<file path="config.mk">
export PLATFORM = sky130hd
export DESIGN_NAME = output_port_flat
export DESIGN_NICKNAME = d
export VERILOG_FILES = /design/src/rtl/noc_params.sv /design/src/rtl/output_port_if.sv /design/src/rtl/output_vc_state.sv /design/src/rtl/output_port.sv /design/src/flat_wrapper.sv
export SDC_FILE = /design/constraint.sdc
export NUM_CORES = 1
export LEC_CHECK = 0
export BUFFER_PORTS_ARGS = -buffer_cell sky130_fd_sc_hd__buf_4
export CELL_PAD_IN_SITES_DETAIL_PLACEMENT = 0
export CELL_PAD_IN_SITES_GLOBAL_PLACEMENT = 2
export CORE_MARGIN = 4
export CORE_UTILIZATION = 32
export CTS_BUF_LIST = sky130_fd_sc_hd__clkbuf_8
export DETAILED_ROUTE_END_ITERATION = 7
export GPL_TIMING_DRIVEN = 0
export HOLD_SLACK_MARGIN = 0.1
export PLACE_DENSITY_LB_ADDON = 0.1
export SYNTH_ARGS = -nofsm -noshare
export SYNTH_HDL_FRONTEND = slang
export SYNTH_SLANG_ARGS = --single-unit
export TNS_END_PERCENT = 1
</file>
<file path="constraint.sdc">
create_clock -name clk -period 2.5 [get_ports clk]
set_input_delay 0.125 -clock clk [delete_from_list [all_inputs] [get_ports clk]]
set_output_delay 0.125 -clock clk [all_outputs]
set_load 0.02 [all_outputs]
</file>
<file path="src/rtl/noc_params.sv">
// Shared NoC types: flit format, link geometry and the output-VC state encoding.
package noc_params;

  localparam int VC_NUM    = 4;
  localparam int VC_SIZE   = (VC_NUM > 1) ? $clog2(VC_NUM) : 1;
  localparam int DATA_SIZE = 16;

  typedef enum logic [1:0] {HEAD, BODY, TAIL, HEADTAIL} flit_label_t;

  typedef struct packed {
    flit_label_t          flit_label;
    logic [VC_SIZE-1:0]   vc_num;
    logic [DATA_SIZE-1:0] data;
  } flit_t;

  typedef enum logic [1:0] {OVC_IDLE, OVC_ACTIVE, OVC_DRAIN} ovc_state_t;

  function automatic logic is_tail(input flit_label_t label);
    return (label == TAIL) || (label == HEADTAIL);
  endfunction

endpackage

</file>
<file path="src/rtl/output_port_if.sv">
// Crossbar-to-link flit path of one output port: crossbar side in, link side out.
interface output_port_if;
  import noc_params::*;

  flit_t xb_flit_i;
  logic  xb_valid_i;
  flit_t data_o;
  logic  valid_flit_o;

  modport master (output xb_flit_i, xb_valid_i, input data_o, valid_flit_o);
  modport slave  (input xb_flit_i, xb_valid_i, output data_o, valid_flit_o);

endinterface

</file>
<file path="src/rtl/output_vc_state.sv">
// Ownership tracker for one downstream VC: IDLE -> ACTIVE on grant, back via tail
// (and optionally a drain wait); flags protocol violations in a sticky error bit.
module output_vc_state
  import noc_params::*;
#(
  parameter bit DRAIN_CHECK = 1'b1
) (
  input  logic        clk,
  input  logic        rst,
  input  logic        flit_hit,
  input  flit_label_t flit_label,
  input  logic        grant,
  input  logic        on_off,
  input  logic        downstream_free,
  output logic        is_allocatable,
  output logic        error
);

  ovc_state_t state, next_state;
  logic       next_error;
  logic       tail_sent;

  always_ff @(posedge clk or posedge rst) begin
    if (rst) begin
      state <= OVC_IDLE;
      error <= 1'b0;
    end else begin
      state <= next_state;
      error <= next_error;
    end
  end

  // A tail wins over a colliding grant; the grant is only recorded as an error.
  always_comb begin
    next_state = state;
    next_error = error;
    tail_sent  = flit_hit && is_tail(flit_label);
    if (flit_hit && !on_off) next_error = 1'b1;
    case (state)
      OVC_IDLE: begin
        if (flit_hit) next_error = 1'b1;
        if (grant)    next_state = OVC_ACTIVE;
      end
      OVC_ACTIVE: begin
        if (grant)     next_error = 1'b1;
        if (tail_sent) next_state = DRAIN_CHECK ? OVC_DRAIN : OVC_IDLE;
      end
      OVC_DRAIN: begin
        if (grant)           next_error = 1'b1;
        if (downstream_free) next_state = OVC_IDLE;
      end
      default: next_state = OVC_IDLE;
    endcase
  end

  assign is_allocatable = (state == OVC_IDLE);

endmodule

</file>
<file path="src/rtl/output_port.sv">
// Transmit end of a router output link: registers the crossbar flit onto the link
// and tracks downstream on/off and per-VC ownership for the allocators.
module output_port
  import noc_params::*;
#(
  parameter bit DRAIN_CHECK = 1'b1
) (
  input  logic              clk,
  input  logic              rst,
  output_port_if.slave      link,
  input  logic [VC_NUM-1:0] va_grant_i,
  input  logic [VC_NUM-1:0] on_off_i,
  input  logic [VC_NUM-1:0] vc_allocatable_i,
  output logic [VC_NUM-1:0] is_on_off_o,
  output logic [VC_NUM-1:0] is_allocatable_o,
  output logic [VC_NUM-1:0] error_o
);

  flit_t             data_q;
  logic              valid_q;
  logic [VC_NUM-1:0] on_off_q;
  logic [VC_NUM-1:0] flit_hit;

  // Downstream buffers are empty out of reset, so on/off starts as all-on.
  always_ff @(posedge clk or posedge rst) begin
    if (rst) begin
      data_q   <= '0;
      valid_q  <= 1'b0;
      on_off_q <= '1;
    end else begin
      valid_q  <= link.xb_valid_i;
      on_off_q <= on_off_i;
      if (link.xb_valid_i) data_q <= link.xb_flit_i;
    end
  end

  assign link.data_o       = data_q;
  assign link.valid_flit_o = valid_q;
  assign is_on_off_o       = on_off_q;

  for (genvar v = 0; v < VC_NUM; v++) begin : g_vc
    assign flit_hit[v] = link.xb_valid_i && (link.xb_flit_i.vc_num == VC_SIZE'(v));

    output_vc_state #(.DRAIN_CHECK(DRAIN_CHECK)) u_vc_state (
      .clk             (clk),
      .rst             (rst),
      .flit_hit        (flit_hit[v]),
      .flit_label      (link.xb_flit_i.flit_label),
      .grant           (va_grant_i[v]),
      .on_off          (on_off_q[v]),
      .downstream_free (vc_allocatable_i[v]),
      .is_allocatable  (is_allocatable_o[v]),
      .error           (error_o[v])
    );
  end

endmodule

</file>
<file path="src/flat_wrapper.sv">
// flat-port wrapper written by rule: the top's interface ports become plain ports
module output_port_flat import noc_params::*;
#(
  parameter bit DRAIN_CHECK = 1'b1
)
  (clk, rst, va_grant_i, on_off_i, vc_allocatable_i, is_on_off_o, is_allocatable_o, error_o, link_xb_flit_i, link_xb_valid_i, link_data_o, link_valid_flit_o);
  output_port_if link_i ();
  input  logic clk;
  input  logic rst;
  input  logic [VC_NUM-1:0] va_grant_i;
  input  logic [VC_NUM-1:0] on_off_i;
  input  logic [VC_NUM-1:0] vc_allocatable_i;
  output logic [VC_NUM-1:0] is_on_off_o;
  output logic [VC_NUM-1:0] is_allocatable_o;
  output logic [VC_NUM-1:0] error_o;
  input wire logic [$bits(link_i.xb_flit_i)-1:0] link_xb_flit_i;
  input wire logic [$bits(link_i.xb_valid_i)-1:0] link_xb_valid_i;
  output wire logic [$bits(link_i.data_o)-1:0] link_data_o;
  output wire logic [$bits(link_i.valid_flit_o)-1:0] link_valid_flit_o;
  assign link_i.xb_flit_i = link_xb_flit_i;
  assign link_i.xb_valid_i = link_xb_valid_i;
  assign link_data_o = link_i.data_o;
  assign link_valid_flit_o = link_i.valid_flit_o;
  output_port #(.DRAIN_CHECK(DRAIN_CHECK)) u_core (.clk(clk), .rst(rst), .link(link_i), .va_grant_i(va_grant_i), .on_off_i(on_off_i), .vc_allocatable_i(vc_allocatable_i), .is_on_off_o(is_on_off_o), .is_allocatable_o(is_allocatable_o), .error_o(error_o));
endmodule
</file>
==> results_dict.tcl, run 1 <==
set metrics [dict create \
    grtUsageTotal 0.132 \
    crit_type "reg2reg" \
    intPower_mw 1.43 \
    synth_xor_area_frac 0 \
    cp_max_fo 5 \
    hp-class "in2reg" \
    antenna_found_initial 0 \
    synth_top_cell_area_share 0.432 \
    synthMuxAreaShare 0.159 \
    grt_pass1_vias 1690 \
    worst_slew_pin_slew_ns 0.797 \
    ys_types 19 \
    yosysMostFrequentCell "dfrtp_1" \
    required_ns 2.72 \
    die_h_um 85.3 \
    clock_sinks 37 \
    end_kind "flop" \
    p_sw_frac 0.336 \
    cp_cell_sequence "inv_1, ha_1, o21ai_0, nand4b_1, nand2_1, dlygate4sd3_1" \
    critical-path-top-delay-family "buffers and inverters" \
    start_kind "flop" \
    fp.dieArea_um2 7280 \
    setup_violations 0 \
    power.density_nw_per_um2 751 \
    rows 27 \
    cts_tree "yes" \
    ios 68 \
    power_frac_seq 0.370 \
    grt_max_degree 38 \
    ir_drop_mv 0.314 \
    ys.flop_type "dfrtp_1" \
    yosys.area_share.simple 0.0517 \
    path_clk_slew_ns 0.08 \
    synth-seq-cells 37 \
    grt_pass1_wl_um 7680 \
    max_stage_delay_ns 0.53 \
    r2r_setup_slack_ns 0.71 \
    arrival_ns 2.02 \
    fin_crit_sh 0.718 \
    cts-root-buf "clkbuf_8" \
    synth_top_family_by_area "multiplexers" \
    dieWidth_um 85.3 \
    yosys-top-cells-count "33 x dfrtp_1, 27 x mux2_2, 24 x ha_1, 20 x inv_1, 12 x buf_4" \
    gp_congestion 0.712 \
    fmax_ghz 0.557 \
    max_cap_viol_count 0 \
    first_iter_violations 33 \
    p_total_mw 2.15 \
    initial_core_util 0.339 \
    htreeDepth 2 \
    layout.cells.non_filler 324 \
    tns_ns 0 \
    vias 1458 \
    hold_viol 0 \
    netlist_area_um2 1910 \
    synth-async-reset-ratio 1.00 \
    detail_route.wl_per_cell_um 13.7 \
    placed_cells 290 \
    clockBufferDepth 2 \
    synth-adder-area-share 0.157 \
    pwr-share-comb 0.414 \
    clk-insertion-delay-late_ns 0.29 \
    clockPowerShare 0.215 \
    dr.pass1.iters 4 \
    period_minus_slack_ns 1.79 \
    ys_top_cells_by_area "dfrtp_1 43%, mux2_2 16%, ha_1 16%, dfstp_2 5.5%, buf_4 4.7%" \
    drv_slew 0 \
    grt_overflow_total 0 \
    antenna_cells 0 \
    yosysWarnings 0 \
    finalClockSkew_ns 0.00702 \
    synth.yosys.seq_area_share 0.487 \
    hpwl_um 3290 \
    io_buffers 66 \
    core_um2 5640 \
    yosysTopAreaCell "dfrtp_1" \
    avgSynthCellArea_um2 12.6 \
    ant_nets 0 \
    leakage_nw 1.40 \
    max_slew_margin 0.468 \
    synth_compound_area_frac 0.0452 \
    cp_num_buf_inv 2 \
    synth.net_count 211 \
    cts_buffers 5 \
    cp_slowest_cell "dlygate4sd3_1" \
    p_sw_uw 722 \
    rsz0062_at_grt "no" \
    finalNetCount 310 \
    synth_edf_count 0 \
    viasPerCell 4.50 \
    synthCells 152 \
    drive_gt1_frac 0.488 \
    status "completed" \
    drc 0 \
    syn_to_final_growth_pct 49.5 \
    postCtsSetupBuffers 0 \
    totalWireLength_um 4430 \
]
## registers in the layout, indices dropped and copies added, names as in the netlist
name / count
u_core.g_vc.u_vc_state.error: 4
u_core.is_on_off_o: 4
u_core.link.data_o: 20
u_core.link.valid_flit_o: 1
u_core.g_vc.u_vc_state.state: 8
## layout make-up
cell class | count | area [um^2]
inverter | 20 | 75.1
clock inverter | 1 | 5.00
tap | 72 | 90.1
buffer | 16 | 116
fill | 499 | 2780
timing repair buffer | 92 | 756
sequential | 37 | 931
multi-input combinational | 79 | 790
clock buffer | 7 | 96.3
## metrics by stage
| stage | area, um^2 | setup slack [ns] | utilization | hold slack, ns |
|---|---|---|---|---|
| after CTS | 2860 | 0.703 | 0.507 | 0.103 |
| after detailed placement | 2500 | 0.810 | 0.443 | 0.235 |
| after global routing | 2860 | 0.609 | 0.507 | 0.116 |
| final | 2860 | 0.706 | 0.507 | 0.115 |
| after global placement | 2500 | 0.874 | 0.443 | 0.234 |
| after floorplan | 1910 | 0.955 | - | 0.129 |
## timing repair
action                                  4_1_cts  5_1_grt
hold endpoints to repair                     57        0
gates resized for setup                       0        0
endpoints found under the setup margin        0        0
hold buffers                                 26        0
## cell families (layout without fill, tap and decap cells)
kind of cell	after synthesis	in the layout
AOI/OAI and AO/OA	12	12
adders and majority gates	24	24
buffers and inverters	36	136
DFF	37	37
muxes	27	27
and+or+nand+nor	16	16
## routing by layer
metal	wire length (um)	GRT usage
met5	0	0
met4	47	0.0388
met3	356	0.0408
met2	2430	0.257
met1	1600	0.133
## path summary, 6_finish.rpt
check	startpoint	to	cells past startpoint
min	link_xb_flit_i[17]	u_core.link.data_o[17]	2
max in group asynchronous	rst	u_core.link.data_o[16]	3
min in group asynchronous	rst	u_core.link.data_o[4]	3
min reg2reg	u_core.g_vc[1].u_vc_state.error	u_core.g_vc[1].u_vc_state.error	1
max	u_core.g_vc[2].u_vc_state.state[0]	u_core.g_vc[2].u_vc_state.error	6
max reg2reg	u_core.g_vc[2].u_vc_state.state[0]	u_core.g_vc[2].u_vc_state.error	6
## placed cells by master (no fill, tap or decap)
cell type / count
nand4_1: 2
clkbuf_8: 7
dfstp_2: 4
a211o_1: 1
nor2_1: 3
buf_6: 1
a31oi_1: 2
dlygate4sd3_1: 26
mux2_2: 27
nand4bb_1: 1
and4bb_2: 1
o21ai_0: 5
clkinv_2: 1
dfrtp_1: 33
a222oi_1: 4
buf_2: 3
ha_1: 24
inv_2: 1
or3_1: 1
nand2_1: 5
buf_4: 78
nand4b_1: 3
inv_1: 19
## worst register-to-register path, stage by stage, from the launching register on
cell,delay [ns]
dfrtp_1,0.42
inv_1,0.10
ha_1,0.32
o21ai_0,0.19
nand4b_1,0.11
nand2_1,0.06
dlygate4sd3_1,0.53
## power groups by stage
stage / Clock, mW / Combinational [mW] / Sequential, mW
3_3_place_gp: 0 / 0.838 / 0.799
6_report: 0.463 / 0.890 / 0.795
2_1_floorplan: 0 / 0.559 / 0.829
5_1_grt: 0.512 / 1.01 / 0.816
4_1_cts: 0.484 / 0.909 / 0.799
3_5_place_dp: 0 / 0.872 / 0.809
No activity file was read; power rests on OpenSTA's default activity.
==> run 2, diff against run 1 <==
Settings changed: ABC_AREA set to 1, CORE_UTILIZATION 32 to 29.
Clock period 2.5 ns to 1.85 ns, I/O delays scaled along.
==> run 2 against run 1 <==
- worst setup slack worse by 0.27 ns
- synthesized cell count is 52% higher
- cell count rose by 26%
==> results_dict.tcl, run 2 <==
set metrics [dict create \
    layout_commonest_cell "nand2_1" \
    dr.pass1.iters 4 \
    ir_drop_mv 0.448 \
    yosysTopAreaCell "dfrtp_1" \
    ios 68 \
    largest_reg_flops 20 \
    rows 29 \
    synth-async-reset-ratio 1.00 \
    hpwl_um 3430 \
    intPower_mw 1.82 \
    dieWidth_um 90.8 \
    synth-seq-cells 37 \
    finalClockSkew_ns 0.00576 \
    first_iter_violations 35 \
    hold_viol 0 \
    end_kind "output port" \
    drive_gt1_frac 0.306 \
    vias 1659 \
    synth_top_cell_area_share 0.415 \
    synth.yosys.seq_area_share 0.468 \
    detail_route.wl_per_cell_um 11.5 \
    netlist_area_um2 1990 \
    drc 0 \
    cts_tree "yes" \
    max_cap_viol_count 0 \
    arrival_ns 1.32 \
    clockPowerShare 0.207 \
    grt_pass1_wl_um 7920 \
    grtUsageTotal 0.118 \
    synth_edf_count 0 \
    gp_congestion 0.732 \
    antenna_cells 0 \
    start_kind "flop" \
    io_buffers 67 \
    ys_types 18 \
    cts_buffers 5 \
    postCtsSetupBuffers 0 \
    multiInputGateArea_um2 827 \
    setup_violations 0 \
    fp.dieArea_um2 8240 \
    clockBufferDepth 2 \
    seqCellArea_um2 931 \
    ys.flop_type "dfrtp_1" \
    cts-root-buf "clkbuf_8" \
    whs_ns 0.169 \
    clock_sinks 37 \
    ys_top_cells_by_area "dfrtp_1 42%, nand2_1 16%, ha_1 15%, buf_4 5.3%, dfstp_2 5.3%" \
    cts_hold_buf 24 \
    avgSynthCellArea_um2 8.61 \
    fmax_ghz 0.708 \
    tns_ns 0 \
    antenna_found_initial 0 \
    synth.net_count 290 \
    die_h_um 90.8 \
    clk-insertion-delay-late_ns 0.29 \
    cts.repair.resized 0 \
    crit_type "reg2out" \
    yosysMostFrequentCell "nand2_1" \
    core_um2 6490 \
    drv_slew 0 \
    cp_max_fo 5 \
    p_sw_mw 1.10 \
    rsz0062_at_grt "no" \
    status "completed" \
    leakage_nw 1.59 \
    pwr-share-comb 0.429 \
    path_clk_slew_ns 0.07 \
    period_minus_slack_ns 1.41 \
    grt_max_degree 38 \
    p_total_mw 2.92 \
    viasPerCell 4.08 \
    htreeDepth 2 \
    required_ns 1.76 \
    yosysWarnings 0 \
    fin_crit_sh 0.763 \
    power.density_nw_per_um2 998 \
    finalNetCount 388 \
    grt_pass1_vias 1759 \
    synthCells 231 \
    power_frac_seq 0.364 \
    syn_to_final_growth_pct 47.1 \
    final_util 0.450 \
    worst_slew_pin_slew_ns 0.799 \
    fill_cells 679 \
    layout.cells.non_filler 407 \
    layout_common_cells "87 x nand2_1, 81 x buf_4, 33 x dfrtp_1" \
    max_slew_margin 0.467 \
    grt_overflow_total 0 \
    totalWireLength_um 4660 \
    yosys-top-cells-count "87 x nand2_1, 33 x dfrtp_1, 28 x inv_1, 24 x ha_1, 14 x buf_4" \
    placed_cells 375 \
    hp-class "in2reg" \
    ant_nets 0 \
    initial_core_util 0.306 \
    p_sw_frac 0.378 \
]
-- run 2: changes by cell type after synthesis, moves of 3 or more --
cell / change
nand2_2: +4
a21oi_1: +6
mux2_2: -27
nand3_1: +10
a222oi_1: -4
nand2_1: +82
inv_1: +8
nand4b_1: -3
-- run 2: kinds of logic after synthesis --
| kind of cell | count (synthesis) | share of synthesized area |
|---|---|---|
| and+or+nand+nor | 109 | 0.221 |
| buffers and inverters | 45 | 0.116 |
| DFF | 37 | 0.468 |
| adders and majority gates | 24 | 0.151 |
| AOI/OAI and AO/OA | 16 | 0.0441 |
-- run 2: through the flow --
stage / worst slack [ns] / area [um^2]
after floorplan: 0.714 / 1990
after detailed placement: 0.561 / 2590
after global routing: 0.337 / 2920
final: 0.438 / 2920
after global placement: 0.247 / 2590
after CTS: 0.413 / 2920
-- run 2: power by group through the flow --
stage                     clock, mW  combinational (mW)  sequential [mW]
final                         0.606                1.25             1.06
after CTS                     0.634                1.28             1.07
after global placement            0                1.23             1.08
after detailed placement          0                1.23             1.08
after global routing          0.660                1.46             1.09
after floorplan                   0               0.822             1.10
-- run 2: metal layers --
layer / up-vias / wire length [um] / global-route usage
li1: 884 / - / -
met1: 728 / 2250 / 0.151
met2: 45 / 2100 / 0.191
met3: 2 / 283 / 0.0333
met4: 0 / 29 / 0.0377
met5: - / 0 / 0
-- run 2: path summary, 6_finish.rpt --
path / from / to / slack, ns / cells after the start
max: u_core.g_vc[3].u_vc_state.state[0] / is_allocatable_o[3] / 0.44 / 4
min reg2reg: u_core.g_vc[1].u_vc_state.error / u_core.g_vc[1].u_vc_state.error / 0.47 / 2
min: va_grant_i[3] / u_core.g_vc[3].u_vc_state.error / 0.17 / 5
max in group asynchronous: rst / u_core.g_vc[2].u_vc_state.state[1] / 0.81 / 3
max reg2reg: u_core.g_vc[3].u_vc_state.state[0] / u_core.g_vc[3].u_vc_state.state[0] / 0.57 / 8
min in group asynchronous: rst / u_core.link.valid_flit_o / 0.52 / 3
-- run 2: worst max-delay path, cell delays in order, from the launching register on --
cell	delay, ns
dfrtp_1	0.43
inv_1	0.11
ha_1	0.22
buf_4	0.13
buf_4	0.14
-- run 2: area by class of cell --
cell class,instances,share of cell area
Buffer,16,0.0415
Clock buffer,6,0.0282
Clock inverter,2,0.00471
Inverter,29,0.0372
Multi-Input combinational cell,149,0.283
Sequential cell,37,0.318
Tap cell,77,0.0329
Timing Repair Buffer,91,0.254
==> run 3, diff against run 2 <==
Clock period 1.85 ns to 1.45 ns, I/O delays scaled along.
==> run 3 against run 2 <==
- sequential power up 29%
- clock-buffer cell count did not move
- routed wire length about the same
- utilization barely moved
- clock skew barely moved
- clock power is 28% higher
- first-iteration DRC count increased by 2.9%
- worst hold slack got worse by 0.020 ns
- combinational power grew 28%
- via count decreased by 0.12%
- critical path type unchanged
- highest routed layer unchanged
==> results_dict.tcl, run 3 (synthesis gave the netlist of run 2 again) <==
set metrics [dict create \
    max_cap_viol_count 0 \
    viasPerCell 4.07 \
    layout_common_cells "87 x nand2_1, 81 x buf_4, 31 x dfrtp_1" \
    end_kind "output port" \
    fin_crit_sh 0.947 \
    gr-usage-met2 0.191 \
    dp_slack_ns 0.161 \
    grtUsageTotal 0.118 \
    grt_pass1_vias 1759 \
    hp-class "in2reg" \
    cp_max_fo 5 \
    top_usage_layer "met2" \
    htreeDepth 2 \
    setup_violations 0 \
    gp_congestion 0.732 \
    status "completed" \
    drc 0 \
    cts_buffers 5 \
    p_total_mw 3.74 \
    vias 1657 \
    grt_overflow_total 0 \
    postCtsSetupBuffers 0 \
    required_ns 1.38 \
    drv_slew 0 \
    rows 29 \
    hpwl_um 3430 \
    largest_reg_flops 20 \
    drive_gt1_frac 0.318 \
    die_h_um 90.8 \
    setup_slack_ns 0.0767 \
    cts-root-buf "clkbuf_8" \
    layout_commonest_cell "nand2_1" \
    initial_core_util 0.306 \
    core_um2 6490 \
    worst_slew_pin_slew_ns 0.798 \
    period_minus_slack_ns 1.37 \
    r2r_setup_slack_ns 0.19 \
    first_iter_violations 36 \
    fmax_ghz 0.728 \
    placed_cells 375 \
    hold_viol 0 \
    final_util 0.451 \
    crit_type "reg2out" \
    whs_ns 0.149 \
    ios 68 \
    clockBufferDepth 2 \
    fin_area_um2 2930 \
    syn_to_final_growth_pct 47.2 \
    clk-insertion-delay-late_ns 0.29 \
    ant_nets 0 \
    grt_pass1_wl_um 7920 \
    place_area_um2 2590 \
    grt_max_degree 38 \
    finalNetCount 388 \
    tns_ns 0 \
    dieWidth_um 90.8 \
    totalWireLength_um 4660 \
    finalClockSkew_ns 0.00575 \
    fill_cells 681 \
    use_met3 0.0333 \
    rsz0062_at_grt "no" \
    antenna_found_initial 0 \
    layout.cells.non_filler 407 \
    fp.dieArea_um2 8240 \
    start_kind "flop" \
    power.density_nw_per_um2 1280 \
    dr.pass1.iters 4 \
    detail_route.wl_per_cell_um 11.4 \
    io_buffers 67 \
    leakage_nw 1.59 \
    max_slew_margin 0.467 \
    antenna_cells 0 \
    use_met1 0.151 \
    arrival_ns 1.30 \
    ir_drop_mv 0.571 \
    cts_tree "yes" \
    clock_sinks 37 \
    path_clk_slew_ns 0.08 \
]
## run 3: cell counts in the layout (fill, tap and decap cells not counted)
No cell type changed its count.
## run 3: path summary, 6_finish.rpt
| path | end | startpoint | cells past startpoint |
|---|---|---|---|
| max | is_allocatable_o[1] | u_core.g_vc[1].u_vc_state.state[0] | 4 |
| min | u_core.g_vc[3].u_vc_state.error | va_grant_i[3] | 5 |
| max reg2reg | u_core.g_vc[3].u_vc_state.state[0] | u_core.g_vc[3].u_vc_state.state[0] | 8 |
| min reg2reg | u_core.g_vc[1].u_vc_state.error | u_core.g_vc[1].u_vc_state.error | 2 |
| max in group asynchronous | u_core.g_vc[0].u_vc_state.state[0] | rst | 3 |
| min in group asynchronous | u_core.link.valid_flit_o | rst | 3 |
## run 3: final cells by class
cell class                      instances  area, um^2  share of cell area
Buffer                                 16         121              0.0415
Clock buffer                            6        82.6              0.0282
Clock inverter                          2        13.8             0.00470
Inverter                               29         109              0.0372
Multi-Input combinational cell        149         827               0.283
Sequential cell                        37         933               0.319
Tap cell                               77        96.3              0.0329
Timing Repair Buffer                   91         743               0.254
## run 3: report_power, final
| group | internal (mW) | switching (mW) | leakage, nW |
|---|---|---|---|
| clock network | 0.386 | 0.387 | 0.0512 |
| logic | 0.735 | 0.863 | 1.11 |
| registers | 1.20 | 0.161 | 0.428 |
## run 3: per-layer routing
metal	routed length, um	vias up
li1	-	885
met1	2250	725
met2	2100	45
met3	283	2
met4	29	0
met5	0	-
## run 3: worst max-delay path, cell delays in order (launching register included)
cell and delay (ns):
dfrtp_1 0.42, inv_1 0.10, ha_1 0.22, buf_4 0.13, buf_4 0.14
## run 3: repair_timing
action                                 CTS  global route
gates resized for setup                  0             4
hold buffers                            24             0
setup endpoints to repair                0             4
endpoints found under the hold margin   56             0
